<file path="config.mk">
export PLATFORM = sky130hd
export DESIGN_NAME = if_fetch_unit_flat
export DESIGN_NICKNAME = d
export VERILOG_FILES = /design/src/rtl/if_fetch_unit_if.sv /design/src/rtl/if_fetch_unit.sv /design/src/flat_wrapper.sv
export SDC_FILE = /design/constraint.sdc
export NUM_CORES = 1
export LEC_CHECK = 0
export CORE_MARGIN = 1.5
export CORE_UTILIZATION = 35
export DETAILED_ROUTE_END_ITERATION = 8
export PLACE_DENSITY_LB_ADDON = 0.12
export SKIP_LAST_GASP = 1
export SLEW_MARGIN = 25
export SYNTH_ARGS = -nofsm -noshare
export SYNTH_HDL_FRONTEND = slang
export SYNTH_SLANG_ARGS = --single-unit
</file>
<file path="constraint.sdc">
create_clock -name clk -period 6.45 [get_ports clk]
set_input_delay 0.9675 -clock clk [delete_from_list [all_inputs] [get_ports clk]]
set_output_delay 0.9675 -clock clk [all_outputs]
set_load 0.02 [all_outputs]
</file>
<file path="src/rtl/if_fetch_unit_if.sv">
// -----------------------------------------------------------------------------
// if_fetch_unit_if
// Bundles every signal that crosses the boundary of the instruction-fetch stage:
// hazard/redirect controls, the instruction-memory req/ack channel and the
// IF/ID pipeline-register inputs.
//
// Handshake: imem_req is held high by the fetch unit until a cycle in which
// imem_ack is high. That cycle completes the transfer and imem_rdata is
// sampled in it. imem_addr is stable for as long as imem_req=1 and imem_ack=0.
// imem_ack may be high in the same cycle that imem_req first rises, so a
// zero-wait memory completes a fetch every cycle.
//
// modport slave  : the fetch unit itself
// modport master : the environment (hazard unit, EX, instruction memory, IF/ID)
// -----------------------------------------------------------------------------
interface if_fetch_unit_if;
    logic        stall;
    logic        branch_taken;
    logic [31:0] branch_target;
    logic        imem_req;
    logic [31:0] imem_addr;
    logic        imem_ack;
    logic [31:0] imem_rdata;
    logic [31:0] OUT_pc;
    logic [31:0] OUT_pc_plus_4;
    logic [31:0] OUT_instruction;
    logic        OUT_valid;

    modport slave (
        input  stall, branch_taken, branch_target, imem_ack, imem_rdata,
        output imem_req, imem_addr, OUT_pc, OUT_pc_plus_4, OUT_instruction, OUT_valid
    );

    modport master (
        output stall, branch_taken, branch_target, imem_ack, imem_rdata,
        input  imem_req, imem_addr, OUT_pc, OUT_pc_plus_4, OUT_instruction, OUT_valid
    );
endinterface

</file>
<file path="src/rtl/if_fetch_unit.sv">
// -----------------------------------------------------------------------------
// if_fetch_unit
// Instruction-fetch stage of the RV32IM pipeline. Owns the program counter,
// fetches from instruction memory over a req/ack handshake and presents
// PC, PC+4 and the instruction word to the IF/ID register. Honours a stall from
// the hazard unit and redirects from EX; a fetch that is still outstanding when
// a redirect arrives is completed and its data thrown away.
//
// Ports:
//   clk         - single clock, all state changes on posedge
//   reset       - synchronous, active-high
//   bus         - if_fetch_unit_if.slave (controls, imem channel, OUT_* bus)
//   o_dbg_state - current FSM state (IDLE=0, WAIT=1, HOLD=2, DISCARD=3)
// -----------------------------------------------------------------------------
module if_fetch_unit #(
    parameter logic [31:0] RESET_PC  = 32'h0000_0000,
    parameter logic [31:0] NOP_INSTR = 32'h0000_0013
) (
    input  logic                  clk,
    input  logic                  reset,
    if_fetch_unit_if.slave        bus,
    output logic [1:0]            o_dbg_state
);

    typedef enum logic [1:0] {
        IDLE    = 2'd0,
        WAIT    = 2'd1,
        HOLD    = 2'd2,
        DISCARD = 2'd3
    } state_t;

    state_t      r_state;
    logic [31:0] r_fetch_pc;     // address of the current/next request
    logic [31:0] r_redir_pc;     // target remembered while draining a stale fetch
    logic [31:0] r_skid_instr;   // response captured while stalled
    logic [31:0] r_skid_pc;
    logic [31:0] r_out_pc;
    logic [31:0] r_out_pc_plus_4;
    logic [31:0] r_out_instr;
    logic        r_out_valid;

    always_ff @(posedge clk) begin
        if (reset) begin
            r_state         <= IDLE;
            r_fetch_pc      <= RESET_PC;
            r_redir_pc      <= RESET_PC;
            r_skid_instr    <= NOP_INSTR;
            r_skid_pc       <= RESET_PC;
            r_out_pc        <= 32'h0;
            r_out_pc_plus_4 <= 32'h0;
            r_out_instr     <= NOP_INSTR;
            r_out_valid     <= 1'b0;
        end else if (bus.branch_taken) begin
            // Flush beats stall and ack. Entering any state other than HOLD
            // implicitly drops whatever sits in the skid buffer.
            r_out_valid <= 1'b0;
            r_out_instr <= NOP_INSTR;
            case (r_state)
                WAIT: begin
                    if (bus.imem_ack) begin
                        r_fetch_pc <= bus.branch_target;
                        r_state    <= WAIT;
                    end else begin
                        // Request must finish at its old address first.
                        r_redir_pc <= bus.branch_target;
                        r_state    <= DISCARD;
                    end
                end
                DISCARD: begin
                    r_redir_pc <= bus.branch_target;
                    r_state    <= DISCARD;
                end
                default: begin // IDLE, HOLD: no request in flight
                    r_fetch_pc <= bus.branch_target;
                    r_state    <= WAIT;
                end
            endcase
        end else begin
            case (r_state)
                IDLE: begin
                    r_state <= WAIT;
                end
                WAIT: begin
                    if (bus.imem_ack) begin
                        if (bus.stall) begin
                            r_skid_instr <= bus.imem_rdata;
                            r_skid_pc    <= r_fetch_pc;
                            r_state      <= HOLD;
                        end else begin
                            r_out_instr     <= bus.imem_rdata;
                            r_out_pc        <= r_fetch_pc;
                            r_out_pc_plus_4 <= r_fetch_pc + 32'd4;
                            r_out_valid     <= 1'b1;
                            r_fetch_pc      <= r_fetch_pc + 32'd4;
                        end
                    end else if (!bus.stall) begin
                        // Bubble; PC fields keep their last value.
                        r_out_valid <= 1'b0;
                        r_out_instr <= NOP_INSTR;
                    end
                end
                HOLD: begin
                    if (!bus.stall) begin
                        r_out_instr     <= r_skid_instr;
                        r_out_pc        <= r_skid_pc;
                        r_out_pc_plus_4 <= r_skid_pc + 32'd4;
                        r_out_valid     <= 1'b1;
                        r_fetch_pc      <= r_skid_pc + 32'd4;
                        r_state         <= WAIT;
                    end
                end
                DISCARD: begin
                    if (bus.imem_ack) begin
                        r_fetch_pc <= r_redir_pc;
                        r_state    <= WAIT;
                    end
                end
                default: begin
                    r_state <= IDLE;
                end
            endcase
        end
    end

    assign bus.imem_req        = (r_state == WAIT) || (r_state == DISCARD);
    assign bus.imem_addr       = r_fetch_pc;
    assign bus.OUT_pc          = r_out_pc;
    assign bus.OUT_pc_plus_4   = r_out_pc_plus_4;
    assign bus.OUT_instruction = r_out_instr;
    assign bus.OUT_valid       = r_out_valid;
    assign o_dbg_state         = r_state;

endmodule

</file>
<file path="src/flat_wrapper.sv">
// flat-port wrapper written by rule: the top's interface ports become plain ports
module if_fetch_unit_flat 
#(
    parameter logic [31:0] RESET_PC  = 32'h0000_0000,
    parameter logic [31:0] NOP_INSTR = 32'h0000_0013
)
  (clk, reset, o_dbg_state, bus_stall, bus_branch_taken, bus_branch_target, bus_imem_ack, bus_imem_rdata, bus_imem_req, bus_imem_addr, bus_OUT_pc, bus_OUT_pc_plus_4, bus_OUT_instruction, bus_OUT_valid);
  if_fetch_unit_if bus_i ();
  input  logic clk;
  input  logic reset;
  output logic [1:0] o_dbg_state;
  input wire logic [$bits(bus_i.stall)-1:0] bus_stall;
  input wire logic [$bits(bus_i.branch_taken)-1:0] bus_branch_taken;
  input wire logic [$bits(bus_i.branch_target)-1:0] bus_branch_target;
  input wire logic [$bits(bus_i.imem_ack)-1:0] bus_imem_ack;
  input wire logic [$bits(bus_i.imem_rdata)-1:0] bus_imem_rdata;
  output wire logic [$bits(bus_i.imem_req)-1:0] bus_imem_req;
  output wire logic [$bits(bus_i.imem_addr)-1:0] bus_imem_addr;
  output wire logic [$bits(bus_i.OUT_pc)-1:0] bus_OUT_pc;
  output wire logic [$bits(bus_i.OUT_pc_plus_4)-1:0] bus_OUT_pc_plus_4;
  output wire logic [$bits(bus_i.OUT_instruction)-1:0] bus_OUT_instruction;
  output wire logic [$bits(bus_i.OUT_valid)-1:0] bus_OUT_valid;
  assign bus_i.stall = bus_stall;
  assign bus_i.branch_taken = bus_branch_taken;
  assign bus_i.branch_target = bus_branch_target;
  assign bus_i.imem_ack = bus_imem_ack;
  assign bus_i.imem_rdata = bus_imem_rdata;
  assign bus_imem_req = bus_i.imem_req;
  assign bus_imem_addr = bus_i.imem_addr;
  assign bus_OUT_pc = bus_i.OUT_pc;
  assign bus_OUT_pc_plus_4 = bus_i.OUT_pc_plus_4;
  assign bus_OUT_instruction = bus_i.OUT_instruction;
  assign bus_OUT_valid = bus_i.OUT_valid;
  if_fetch_unit #(.RESET_PC(RESET_PC), .NOP_INSTR(NOP_INSTR)) u_core (.clk(clk), .reset(reset), .bus(bus_i), .o_dbg_state(o_dbg_state));
endmodule
</file>
# Word-level counts from Yosys, hierarchy flattened
# Cells that the tools add are included.
# W data, S select, Z words.
dict set report totals {
  word_cells 72
  register_bits 227
  out_inout_bits 132
}
dict set report classes {
  reduce_logical 13
  n_eq_ne 15
  n_addsub 2
  n_bitwise 1
  muxes 32
}
# op count
set op_table {}
lappend op_table {{$mux W32} 14}
lappend op_table {{$pmux W32 S2} 5}
lappend op_table {{$pmux W32 S3} 1}
lappend op_table {{$add A32 B3 Y32 const B} 2}
lappend op_table {{$ne A3 B3 Y1 const B} 6}
lappend op_table {{$mux W2} 6}
lappend op_table {{$ne A2 B2 Y1 const B} 6}
lappend op_table {{$pmux W2 S4} 1}
lappend op_table {{$reduce_and A4 Y1} 2}
lappend op_table {{$reduce_and A3 Y1} 2}
lappend op_table {{$reduce_and A6 Y1} 1}
lappend op_table {{$reduce_and A5 Y1} 1}
lappend op_table {{$eq A2 B2 Y1 const B} 2}
lappend op_table {{$pmux W2 S2} 1}
lappend op_table {{$reduce_bool A2 Y1} 2}
lappend op_table {{$reduce_bool A4 Y1} 1}
lappend op_table {{$mux W1} 3}
lappend op_table {{$eq A2 B1 Y1 const B} 1}
lappend op_table {{$logic_not A2 Y1} 1}
lappend op_table {{$pmux W1 S2} 1}
lappend op_table {{$reduce_and A2 Y1} 1}
lappend op_table {{$reduce_or A2 Y1} 1}
lappend op_table {{$logic_or A1 B1 Y1} 1}
lappend op_table {{$not A1 Y1} 1}

# Longest topological paths before layout
# Gate-level depths: netlist of run 1.
dict set report depth {
  ltp_word 5
  depth_mapped 9
  ltp_nobuf 7
}

# Worst setup path before layout of run 1
# No wires, ideal clock.
dict set report synth_path {
  kind {input -> register}
  startpoint {input port bus_stall}
  endpoint {register u_core.r_fetch_pc[25] (netlist: u_core.bus.imem_addr[25])}
  path_slack_ns 3.916
  setup_ns 0.119
  arrival_ns 2.415
  path_stages 7
  cell_sequence {clkbuf_1 maj3_1 a21o_1 clkbuf_1 a221oi_1 o21ai_0 o221a_2}
}
dict set report synth_via {
  elab_chain_cells 2
}
# element line
set synth_rtl {}
lappend synth_rtl {{from (decl)} flat_wrapper.sv:12} ;# input wire logic [$bits(bus_i.stall)-1:0] bus_stall;
lappend synth_rtl {{$ne A3 B3 Y1 (no source line)} --}
lappend synth_rtl {{$reduce_and A6 Y1 (no source line) *} --}
lappend synth_rtl {{to (signal assigned)} if_fetch_unit.sv:61} ;# r_fetch_pc <= bus.branch_target;
lappend synth_rtl {{to (signal assigned)} if_fetch_unit.sv:74} ;# r_fetch_pc <= bus.branch_target;
lappend synth_rtl {{to (signal assigned)} if_fetch_unit.sv:94} ;# r_fetch_pc <= r_fetch_pc + 32'd4;
lappend synth_rtl {{to (decl)} if_fetch_unit.sv:33} ;# logic [31:0] r_fetch_pc;
# Mark *: on every way between the ends. The rest lies on a longest branch, timed or not.
# A chain may end at the register's enable or synchronous reset.

# Worst setup path in the final report of run 1
dict set report layout_path {
  startpoint {input port bus_branch_taken}
  endpoint {register u_core.r_fetch_pc[23] (netlist: u_core.bus.imem_addr[23])}
}
dict set report layout_via {
  elab_chain_cells 2
}
# element line
set layout_rtl {}
lappend layout_rtl {{from (decl)} flat_wrapper.sv:13} ;# input wire logic [$bits(bus_i.branch_taken)-1:0] bus_branch_taken;
lappend layout_rtl {{$ne A3 B3 Y1 (no source line), or another cell as far along} --}
lappend layout_rtl {{$reduce_and A6 Y1 (no source line)} --}
# Several ways; a longest one is shown, not always the timed one.

==> results of run 1 <==
## stage by stage
| step | hold WS, ns | cell area, um^2 |
|---|---|---|
| after floorplan | 0.431 | 11000 |
| after global placement | 0.438 | 13100 |
| after detailed placement | 0.441 | 13100 |
| after CTS | 0.449 | 13900 |
| after global routing | 0.463 | 13900 |
| final | 0.451 | 13900 |
## kinds of logic (layout without fill, tap and decap cells)
family / after synthesis / after routing
buf+inv: 146 / 272
fa+ha+maj: 3 / 3
compound gates: 355 / 355
mux: 5 / 5
simple gates: 662 / 662
xor+xnor: 48 / 48
flops: 225 / 225
## area by class of cell
cell class / instances / area, um^2 / area share
Multi-Input combinational cell: 1073 / 5900 / 0.424
Sequential cell: 225 / 4500 / 0.323
Timing Repair Buffer: 220 / 2160 / 0.155
Clock buffer: 40 / 795 / 0.0570
Tap cell: 396 / 495 / 0.0356
Inverter: 10 / 37.5 / 0.00269
Clock inverter: 2 / 35.0 / 0.00252
## worst max-delay path, stage by stage
cell and delay [ns]:
clkdlybuf4s50_1 0.87, clkinv_1 0.88, buf_4 0.47, a211oi_1 0.22, buf_4 0.23, a21boi_0 0.25, o21ai_0 0.13, a221oi_1 0.30
## worst max-delay path by stage
stage                                    end  slack, ns
finish              u_core.bus.imem_addr[23]       2.56
global route        u_core.bus.imem_addr[23]       2.22
CTS                 u_core.bus.imem_addr[23]       2.57
detailed placement  u_core.bus.imem_addr[23]       2.02
global placement        u_core.r_skid_pc[21]       2.16
floorplan           u_core.bus.imem_addr[25]       3.92
## layout by cell type (no fill, tap or decap), types with 6 or more instances in the layout
cell type        netlist  routed
a211oi_1              14      13
a21o_1                10      10
a21oi_1              132     131
a221oi_1               9       9
a22oi_1                6       6
a311oi_1              62      62
a32o_1                 8       8
and3_1                18      17
buf_4                  5      20
clkbuf_1             100       6
clkbuf_16              0      27
clkbuf_8               1       7
clkdlybuf4s50_1        0     199
dfxtp_1              225     225
inv_1                  9       9
nand2_1              382     382
nand2b_1               8       7
nand3_1               64      63
nand4_1               21      21
nor2_1               105     103
nor3_1                18      17
o211ai_1              25      25
o21ai_0               33      33
o221ai_1               7       7
or3_1                 15      15
xnor2_1               27      27
xor2_1                21      21
## flip-flops by register name (all words and copies together), names as in the netlist
signal	flops
u_core.bus.OUT_instruction	32
u_core.bus.OUT_pc_plus_4	32
u_core.bus.imem_addr	32
u_core.r_redir_pc	32
u_core.r_skid_instr	32
u_core.r_skid_pc	32
u_core.bus.OUT_pc	30
u_core.o_dbg_state	2
u_core.bus.OUT_valid	1
## report_power, final
group          switching (mW)  internal (mW)
Sequential             0.0734           1.44
Combinational           0.268          0.189
Clock                   0.580          0.875
## metal layers
layer  vias up  track usage  share of wire
li1       5307            -              -
met1      5144        0.329           0.46
met2       368        0.378           0.45
met3        61       0.0344          0.065
met4         0       0.0730          0.025
met5         -            0              0
==> flow_metrics.tcl, run 1 <==
set metrics [dict create \
    vias_per_cell 5.53 \
    r2r_slack_ns 2.93 \
    crit_required_ns 6.89 \
    final_nets 1628 \
    synth_top_cell_by_area "dfxtp_1" \
    min_to "u_core.r_redir_pc[16]" \
    path_clk_slew_ns 0.06 \
    synth-seq-area-share 0.411 \
    drv_cap 0 \
    ys_warn_count 0 \
    p_leak_nw 4.61 \
    drtAntennaViolNets 0 \
    io_pins 201 \
    synth_compound_area_frac 0.221 \
    grt_pass1_wl_um 61200 \
    timing.final.crit_period_ns 3.89 \
    hp-class "reg2reg" \
    coreArea_mm2 0.0307 \
    setup_tns_ns 0 \
    peakVddDrop_mv 0.197 \
    layout-drive-gt1-share 0.0535 \
    synth_top_family_by_area "simple AND/OR/NAND/NOR gates" \
    ys.flop_type "dfxtp_1" \
    crit_arrival_ns 4.33 \
    yosysUniqueCellTypes 73 \
    track_usage 0.237 \
    synth_top_area_frac 0.411 \
    worstReg2RegEnd "u_core.bus.imem_addr[29]" \
    drc 0 \
    final_util 0.454 \
    hold_path.startpoint "u_core.r_redir_pc[16]" \
    finalSetupViolations 0 \
    grt_pass1_vias 10300 \
    async_flop_share 0 \
    cts_tree "done" \
    clock_sinks 225 \
    finalNonFillerCells 1966 \
    post-route-period-util 0.604 \
    crit_path_start "bus_branch_taken" \
    reg2reg_from "u_core.o_dbg_state[0]" \
    ys_ff_latch 225 \
    synth_most_common_cell "nand2_1" \
    area_growth_pct 27.1 \
    slew_viol_final 0 \
    fin_skew_ns 0.0178 \
    reg2reg_depth 7 \
    cp_max_fo 26 \
    diodes 0 \
    routedWlPerCell_um 20.0 \
    cts_hold_buf 0 \
    clockRootBuffer "clkbuf_16" \
    power_mw 3.43 \
    wl_um 39200 \
    critPathLaunchType "input pin" \
    die_w_um 180 \
    ys_top_cells_by_area "dfxtp_1, nand2_1, a21oi_1" \
    rsz0062_at_grt "false" \
    synth_adder_area_share 0.00320 \
    grt_max_degree 82 \
    syn_inst 1444 \
    muxShareOfSynthArea 0.00480 \
    worst-setup-path-type "in2reg" \
    fill_cells 3094 \
    syn-cell-area_mm2 0.0110 \
    worstMarginPinSlew_ns 0.918 \
    synth_xor_area_frac 0.0384 \
    syn_nets 1515 \
    worst_setup_path_end_kind "register" \
    die-area_mm2 0.0324 \
    drt-initial-drc-count 871 \
    status "complete, no violations" \
    placed_cells 1924 \
    cts_buffer_depth 3 \
    synth-simple-area-share 0.265 \
    holdPathStages 2 \
    p_per_area_mw_per_mm2 246 \
    io_buffers 200 \
    numCtsBuffers 27 \
    finalHoldViolCount 0 \
    cts_max_level 1 \
    fp-row-count 64 \
    synth_edf_count 0 \
    first_pass_iters 8 \
    dp_hpwl_um 25900 \
    vias 10900 \
    die_h_um 180 \
    start_util 0.357 \
    slew-limit-headroom 0.386 \
    worstSkewPairLatency_ns 0.54 \
    synth_common_cells "nand2_1, dfxtp_1, a21oi_1" \
    cts.repair.resized 0 \
    layout_setup_ws_ns 2.56 \
    pre_cts_ws_ns 2.02 \
    max_freq_ghz 0.257 \
    post_cts_buffers 0 \
    syn_area_per_cell_um2 7.59 \
    antenna_found_initial 0 \
    grt-ovfl-total 0 \
    routabilityCongestion 0.885 \
]
Note: power is estimated with default switching activity, not from simulation.
==> run 2, diff against run 1 <==
- clock period: 6.45 -> 3.6 ns (I/O delays scaled with it)
==> flow_metrics.tcl, run 2 (synthesis results as in run 1) <==
set metrics [dict create \
    placed_cell_area_mm2 0.0133 \
    start_util 0.357 \
    grt_pass1_wl_um 62000 \
    post-route-period-util 0.792 \
    pre_cts_ws_ns 0.340 \
    peakVddDrop_mv 0.352 \
    r2r_slack_ns 0.83 \
    layout_setup_ws_ns 0.748 \
    drc 0 \
    antenna_found_initial 0 \
    first_pass_iters 5 \
    layout-drive-gt1-share 0.0723 \
    final_cell_mix "nand2_1, dfxtp_1, clkdlybuf4s50_1" \
    p_leak_nw 4.77 \
    timing.final.crit_period_ns 2.85 \
    grt_pass1_vias 10400 \
    io_buffers 200 \
    die-area_mm2 0.0324 \
    wl_um 39900 \
    power_mw 6.21 \
    cts_tree "done" \
    crit_required_ns 3.06 \
    slew_viol_final 0 \
    cts_hold_buf 0 \
    crit_arrival_ns 2.31 \
    final_nets 1656 \
    setup_tns_ns 0 \
    die_w_um 180 \
    max_stage_delay_ns 0.71 \
    p_per_area_mw_per_mm2 437 \
    die_h_um 180 \
    crit_slowest_cell "clkdlybuf4s50_1" \
    drt-initial-drc-count 912 \
    vias_per_cell 5.52 \
    status "complete, no violations" \
    worst-setup-path-type "reg2out" \
    numCtsBuffers 26 \
    cts_buffer_depth 3 \
    grt_max_degree 78 \
    clockRootBuffer "clkbuf_16" \
    grt-ovfl-total 0 \
    area_growth_pct 29.6 \
    drtAntennaViolNets 0 \
    worstMarginPinSlew_ns 0.926 \
    path_cells "buf_4 > clkdlybuf4s50_1" \
    routedWlPerCell_um 19.9 \
    drv_cap 0 \
    post_cts_buffers 0 \
    cts.repair.resized 0 \
    worst_setup_path_end_kind "primary output" \
    critPathLaunchType "register" \
    final_area_mm2 0.0142 \
    coreArea_mm2 0.0307 \
    rsz0062_at_grt "false" \
    routabilityCongestion 0.943 \
    cp_max_fo 27 \
    io_pins 201 \
    diodes 0 \
    max_freq_ghz 0.351 \
    hp-class "reg2reg" \
    slew-limit-headroom 0.381 \
    finalSetupViolations 0 \
    fp-row-count 64 \
    worstSkewPairLatency_ns 0.53 \
    fin_skew_ns 0.0163 \
    path_clk_slew_ns 0.06 \
    finalHoldViolCount 0 \
    clock_sinks 225 \
    dp_hpwl_um 26800 \
    vias 11000 \
    cts_max_level 1 \
    track_usage 0.240 \
    mostFrequentLayoutCell "nand2_1" \
]
==> run 2: path summary, 6_finish.rpt <==
kind / startpoint / cells after the start / to
hold reg to reg: u_core.bus.OUT_pc_plus_4[22] / 2 / u_core.bus.OUT_pc_plus_4[22]
hold / removal: u_core.bus.OUT_pc_plus_4[22] / 2 / u_core.bus.OUT_pc_plus_4[22]
setup / recovery: u_core.o_dbg_state[1] / 2 / o_dbg_state[1]
setup reg to reg: u_core.o_dbg_state[1] / 7 / u_core.bus.imem_addr[29]
==> run 2: stage by stage <==
stage	instances	util	hold slack [ns]
floorplan	1444	-	0.431
global placement	1953	0.435	0.437
detailed placement	1953	0.435	0.444
CTS	2000	0.463	0.453
global route	2000	0.463	0.465
finish	2000	0.463	0.449
==> run 2: cell type report <==
class,instances,area [um^2]
Fill cell,3092,16500
Multi-Input combinational cell,1073,5890
Sequential cell,225,4500
Timing Repair Buffer,249,2420
Clock buffer,42,802
Tap cell,396,495
Clock inverter,5,52.6
Inverter,10,37.5
==> run 2: critical path, delay by kind of cell (launching register included) <==
kind / cells / cell delay, ns
buffers and inverters: 2 / 1.13
DFF: 1 / 0.64
==> run 2: per-layer routing <==
layer | track usage | up-vias | wire (um)
met5 | 0 | - | 0
met4 | 0.0550 | 0 | 862
met3 | 0.0324 | 55 | 2390
met2 | 0.401 | 366 | 18700
met1 | 0.326 | 5257 | 17900
li1 | - | 5366 | -
==> run 2: report_power, final <==
part	internal (mW)	switching, mW	leakage (nW)
clock network	1.58	1.06	0.419
registers	2.58	0.104	1.83
logic	0.362	0.515	2.52
total	4.53	1.68	4.77
